File: src/rtl/carry_skip_adder.sv
// carry_skip_adder: registered N-bit carry-skip adder; define CARRY_SKIP_ADDER_OVF_EN to add signed overflow output ovf
module carry_skip_adder #(
  parameter int BLOCK_SIZE = 4,
  parameter int N = 1
) (
  input  logic         clk,
  input  logic         rst_n,
  input  logic         in_valid,
  input  logic [N-1:0] a,
  input  logic [N-1:0] b,
  input  logic         cin,
  output logic         out_valid,
  output logic [N-1:0] sum,
`ifdef CARRY_SKIP_ADDER_OVF_EN
  output logic         cout,
  output logic         ovf
`else
  output logic         cout
`endif
);
  logic [N-1:0] w_p, w_g, w_sum;
  logic         w_c, w_bc, w_pk;
  logic [N-1:0] r_sum;
  logic         r_cout, r_valid;
`ifdef CARRY_SKIP_ADDER_OVF_EN
  logic         w_cmsb, r_ovf;
`endif
  assign w_p = a ^ b;
  assign w_g = a & b;
  // ripple within each block; a fully propagating block forwards its carry-in straight out
  always_comb begin
    w_c = cin;
    w_bc = 1'b0;
    w_pk = 1'b0;
    w_sum = '0;
`ifdef CARRY_SKIP_ADDER_OVF_EN
    w_cmsb = 1'b0;
`endif
    for (int i = 0; i < N; i++) begin
      if (i % BLOCK_SIZE == 0) begin
        w_bc = w_c;
        w_pk = 1'b1;
      end
`ifdef CARRY_SKIP_ADDER_OVF_EN
      if (i == N - 1) w_cmsb = w_c;
`endif
      w_sum[i] = w_p[i] ^ w_c;
      w_c = w_g[i] | (w_p[i] & w_c);
      w_pk = w_pk & w_p[i];
      if (i % BLOCK_SIZE == BLOCK_SIZE - 1 || i == N - 1) w_c = w_pk ? w_bc : w_c;
    end
  end
  // capture accepted results; out_valid marks a result loaded on the previous edge
  always_ff @(posedge clk or negedge rst_n) begin
    if (!rst_n) begin
      r_sum <= '0;
      r_cout <= 1'b0;
      r_valid <= 1'b0;
`ifdef CARRY_SKIP_ADDER_OVF_EN
      r_ovf <= 1'b0;
`endif
    end else begin
      r_valid <= in_valid;
      if (in_valid) begin
        r_sum <= w_sum;
        r_cout <= w_c;
`ifdef CARRY_SKIP_ADDER_OVF_EN
        r_ovf <= w_cmsb ^ w_c;
`endif
      end
    end
  end
  assign sum = r_sum;
  assign cout = r_cout;
  assign out_valid = r_valid;
`ifdef CARRY_SKIP_ADDER_OVF_EN
  assign ovf = r_ovf;
`endif
endmodule

File: config.mk
export PLATFORM = sky130hd
export DESIGN_NAME = carry_skip_adder
export DESIGN_NICKNAME = d
export VERILOG_FILES = /design/src/rtl/carry_skip_adder.sv
export SDC_FILE = /design/constraint.sdc
export NUM_CORES = 1
export LEC_CHECK = 0
export ABC_AREA = 1
export BUFFER_PORTS_ARGS = -buffer_cell sky130_fd_sc_hd__buf_2
export CORE_AREA = 3 3 40 42
export DETAILED_ROUTE_END_ITERATION = 16
export DIE_AREA = 0 0 43 45
export GPL_TIMING_DRIVEN = 0
export PLACE_DENSITY = 0.3
export SYNTH_ARGS = -nofsm -noshare
export SYNTH_HDL_FRONTEND = slang
export SYNTH_SLANG_ARGS = --single-unit
File: constraint.sdc
create_clock -name clk -period 1.4 [get_ports clk]
set_clock_uncertainty 0.05 [all_clocks]
set_input_delay 0.21 -clock clk [delete_from_list [all_inputs] [get_ports clk]]
set_output_delay 0.21 -clock clk [all_outputs]
set_load 0.01 [all_outputs]
==> flow_summary.yaml <==
cells_and_area:
  n_antenna_cell: 0
  flow.area_growth_from_synthesis_pct: 78.4
  num-nets-final: 32
  fraction_of_layout_cells_with_a_size_suffix_above_1_pct: 45.8
  post-route-util_pct: 16.8
  n_fill_cell: 146
critical_path:
  critPathLaunchType: "register"
  cp.depth: 1
  critPathSlowestCell: "sky130_fd_sc_hd__dfrtp_1"
  start_of_the_worst_register_to_register_path: "cout"
  crit_path_max_fanout: 2
  critical_path.endpoint: "cout"
  worstPathArrival_ns: 0.74
  crit_path_cell_trace: "buf_2"
  worstPathRequired_ns: 1.14
  timing.critical_path.buf_inv: 1
  worst-r2r-cell-count: 2
  critical_path_class: "register to output pin"
  timing.reg2reg.setup_slack_ns: 0.75
  end_of_the_worst_register_to_register_path: "cout"
  timing.critical_path.from: "cout"
  cpPeakStageDelay_ns: 0.37
  cp_top_family: "flip-flops"
  end_kind: "output pin"
synth:
  synthDominantCellAreaShare_pct: 61.9
  synth_ff_type: "sky130_fd_sc_hd__dfrtp_1"
  post_synthesis_async_set_or_reset_flop_share_pct: 100
  yosys_warnings: 0
  commonest_cells_post_synth: "sky130_fd_sc_hd__nand2_1 (6), sky130_fd_sc_hd__dfrtp_1 (3), sky130_fd_sc_hd__fa_1 (1), sky130_fd_sc_hd__inv_1 (1)"
  synthMostInstantiatedCell: "sky130_fd_sc_hd__nand2_1"
  post_synth_inst_count: 11
  synthesis.area_per_instance_um2: 11.0
  yosysSeqAreaShare_pct: 61.9
  largest_area_contributor_in_the_synthesized_netlist: "sky130_fd_sc_hd__dfrtp_1"
  synth_cell_type_count: 4
  synthTopCellsByArea: "sky130_fd_sc_hd__dfrtp_1 (62%), sky130_fd_sc_hd__nand2_1 (19%), sky130_fd_sc_hd__fa_1 (16%)"
  number_of_synthesized_flops_with_an_enable_pin: 0
  synth_seq_cells: 3
  postSynthNetCount: 18
  synth_area_um2: 121
clock_network:
  cts_post_setup_buffers_inserted: 0
  cts.repair.resized: 0
  clock_sink_count: 3
  clk-insertion-delay-late_ns: 0.23
  clock_tree_from_tritoncts: "yes"
  root_buffer: "sky130_fd_sc_hd__clkbuf_4"
  cts_max_path_bufs: 2
  clk_pin_slew_ns: 0.03
  number_of_h_tree_levels: 1
  cts-buffers-inserted: 3
global_routing:
  grt.overflow.total: 0
  grt_first_pass_wirelength_um: 448
  maximum_number_of_pins_on_one_net_before_global_route_repair: 5
  track_usage_pct: 3.93
  grt_pass1_vias: 125
  grt_antenna_before_repair: 0
floorplan:
  die_x_um: 43
  dieArea_um2: 1940
  chipHeight_um: 45
  placeableCoreArea_um2: 1280
  num_rows: 13
  initial_utilization_pct: 9.44
  ioPinCount: 9
power:
  ir_worst_vdd_mv: 0.131
  power.density_cell_area_nw_per_um2: 1330
  power.static_leakage_nw: 0.117
drt:
  initialDrtViolationCount: 2
  drc: 0
  via_count: 110
  drt-total-wl_um: 295
  drt_pass1_iterations: 4
  routedWlPerCell_um: 7.56
  avgViaCountPerCell: 2.82
  postRouteAntennaNets: 0
run:
  max_cap_violations: 0
min_path:
  hold_class: "input pin to register"
timing:
  worst_slew_pin_slew_ns: 0.0775
  fin_setup_tns_ns: 0
  final_min_period_over_clock_period_pct: 71.7
  hold_violations: 0
  slew-limit-headroom_pct: 94.8
  finalMaxSlewViolations: 0
  rsz_0062_raised_after_global_routing: "no"
  finalWorstPathRequiredPeriod_ns: 1.00
  finalSetupViolCount: 0
  max_freq_mhz: 997
place:
  port_buffers: 8
  routabilityCongestion: 0.651
outcome:
  run_status: "completed"
cell usage in the layout (no fill, tap or decap), drive strengths merged:
| cell | Yosys | final |
|---|---|---|
| buf | 0 | 8 |
| clkbuf | 0 | 4 |
| dfrtp | 3 | 3 |
| dlygate4sd3 | 0 | 1 |
| fa | 1 | 1 |
| inv | 1 | 1 |
| nand2 | 6 | 6 |
worst min path at each step:
stage	start	end	depth (start not counted)	slack, ns
after floorplan	rst_n	cout	0	-0.14
after CTS	in_valid	out_valid	1	0.07
after global routing	in_valid	out_valid	1	0.08
after detailed placement	rst_n	out_valid	1	-0.04
after global placement	rst_n	out_valid	1	-0.04
final	in_valid	out_valid	1	0.08
stage by stage:
step / setup WS, ns / instance area [um^2] / power (mW) / cells / hold WS, ns
floorplan: 0.470 / 121 / 0.116 / 11 / -0.136
detailed placement: 0.329 / 180 / 0.139 / 34 / -0.0415
CTS: 0.387 / 216 / 0.297 / 39 / 0.0725
global placement: 0.338 / 180 / 0.138 / 34 / -0.0435
finish: 0.397 / 216 / 0.288 / 39 / 0.0812
global route: 0.369 / 216 / 0.305 / 39 / 0.0790
metal layers:
layer	GRT usage, %	vias to the layer above	part of all wire, %	wire, um
met5	0	-	0	0
met4	7.23	0	0	0
met3	3.19	0	23	69
met2	3.89	9	35	103
met1	3.42	44	41	122
li1	-	57	-	-
kinds of logic after synthesis:
family | synth area share, %
buffers and inverters | 3.09
adder cells (fa/ha/maj) | 16.5
flip-flops | 61.9
AND/OR/NAND/NOR | 18.6
repair_timing:
| action | 4_1_cts | 5_1_grt |
|---|---|---|
| hold buffers | 1 | 0 |
| setup endpoints to repair | 0 | 0 |
| endpoints found under the hold margin | 3 | 0 |
report_power, final:
group,switching [mW],total [mW],internal [mW]
Combinational,0.0201,0.0389,0.0188
Sequential,0.00424,0.100,0.0962
Clock,0.0420,0.149,0.107
Total,0.0663,0.288,0.222
flip-flops by register name (all words and copies together), names as in the netlist:
name	flops
cout	1
out_valid	1
sum	1
cell type report:
class	count	area, um^2	share of cell area (%)
well taps	15	18.8	8.67
clock buffers	4	26.3	12.1
multi-input cells	7	42.5	19.7
repair buffers	9	50.0	23.1
inverters	1	3.75	1.73
flip-flops and latches	3	75.1	34.7
No activity file was read; power rests on OpenSTA's default activity.
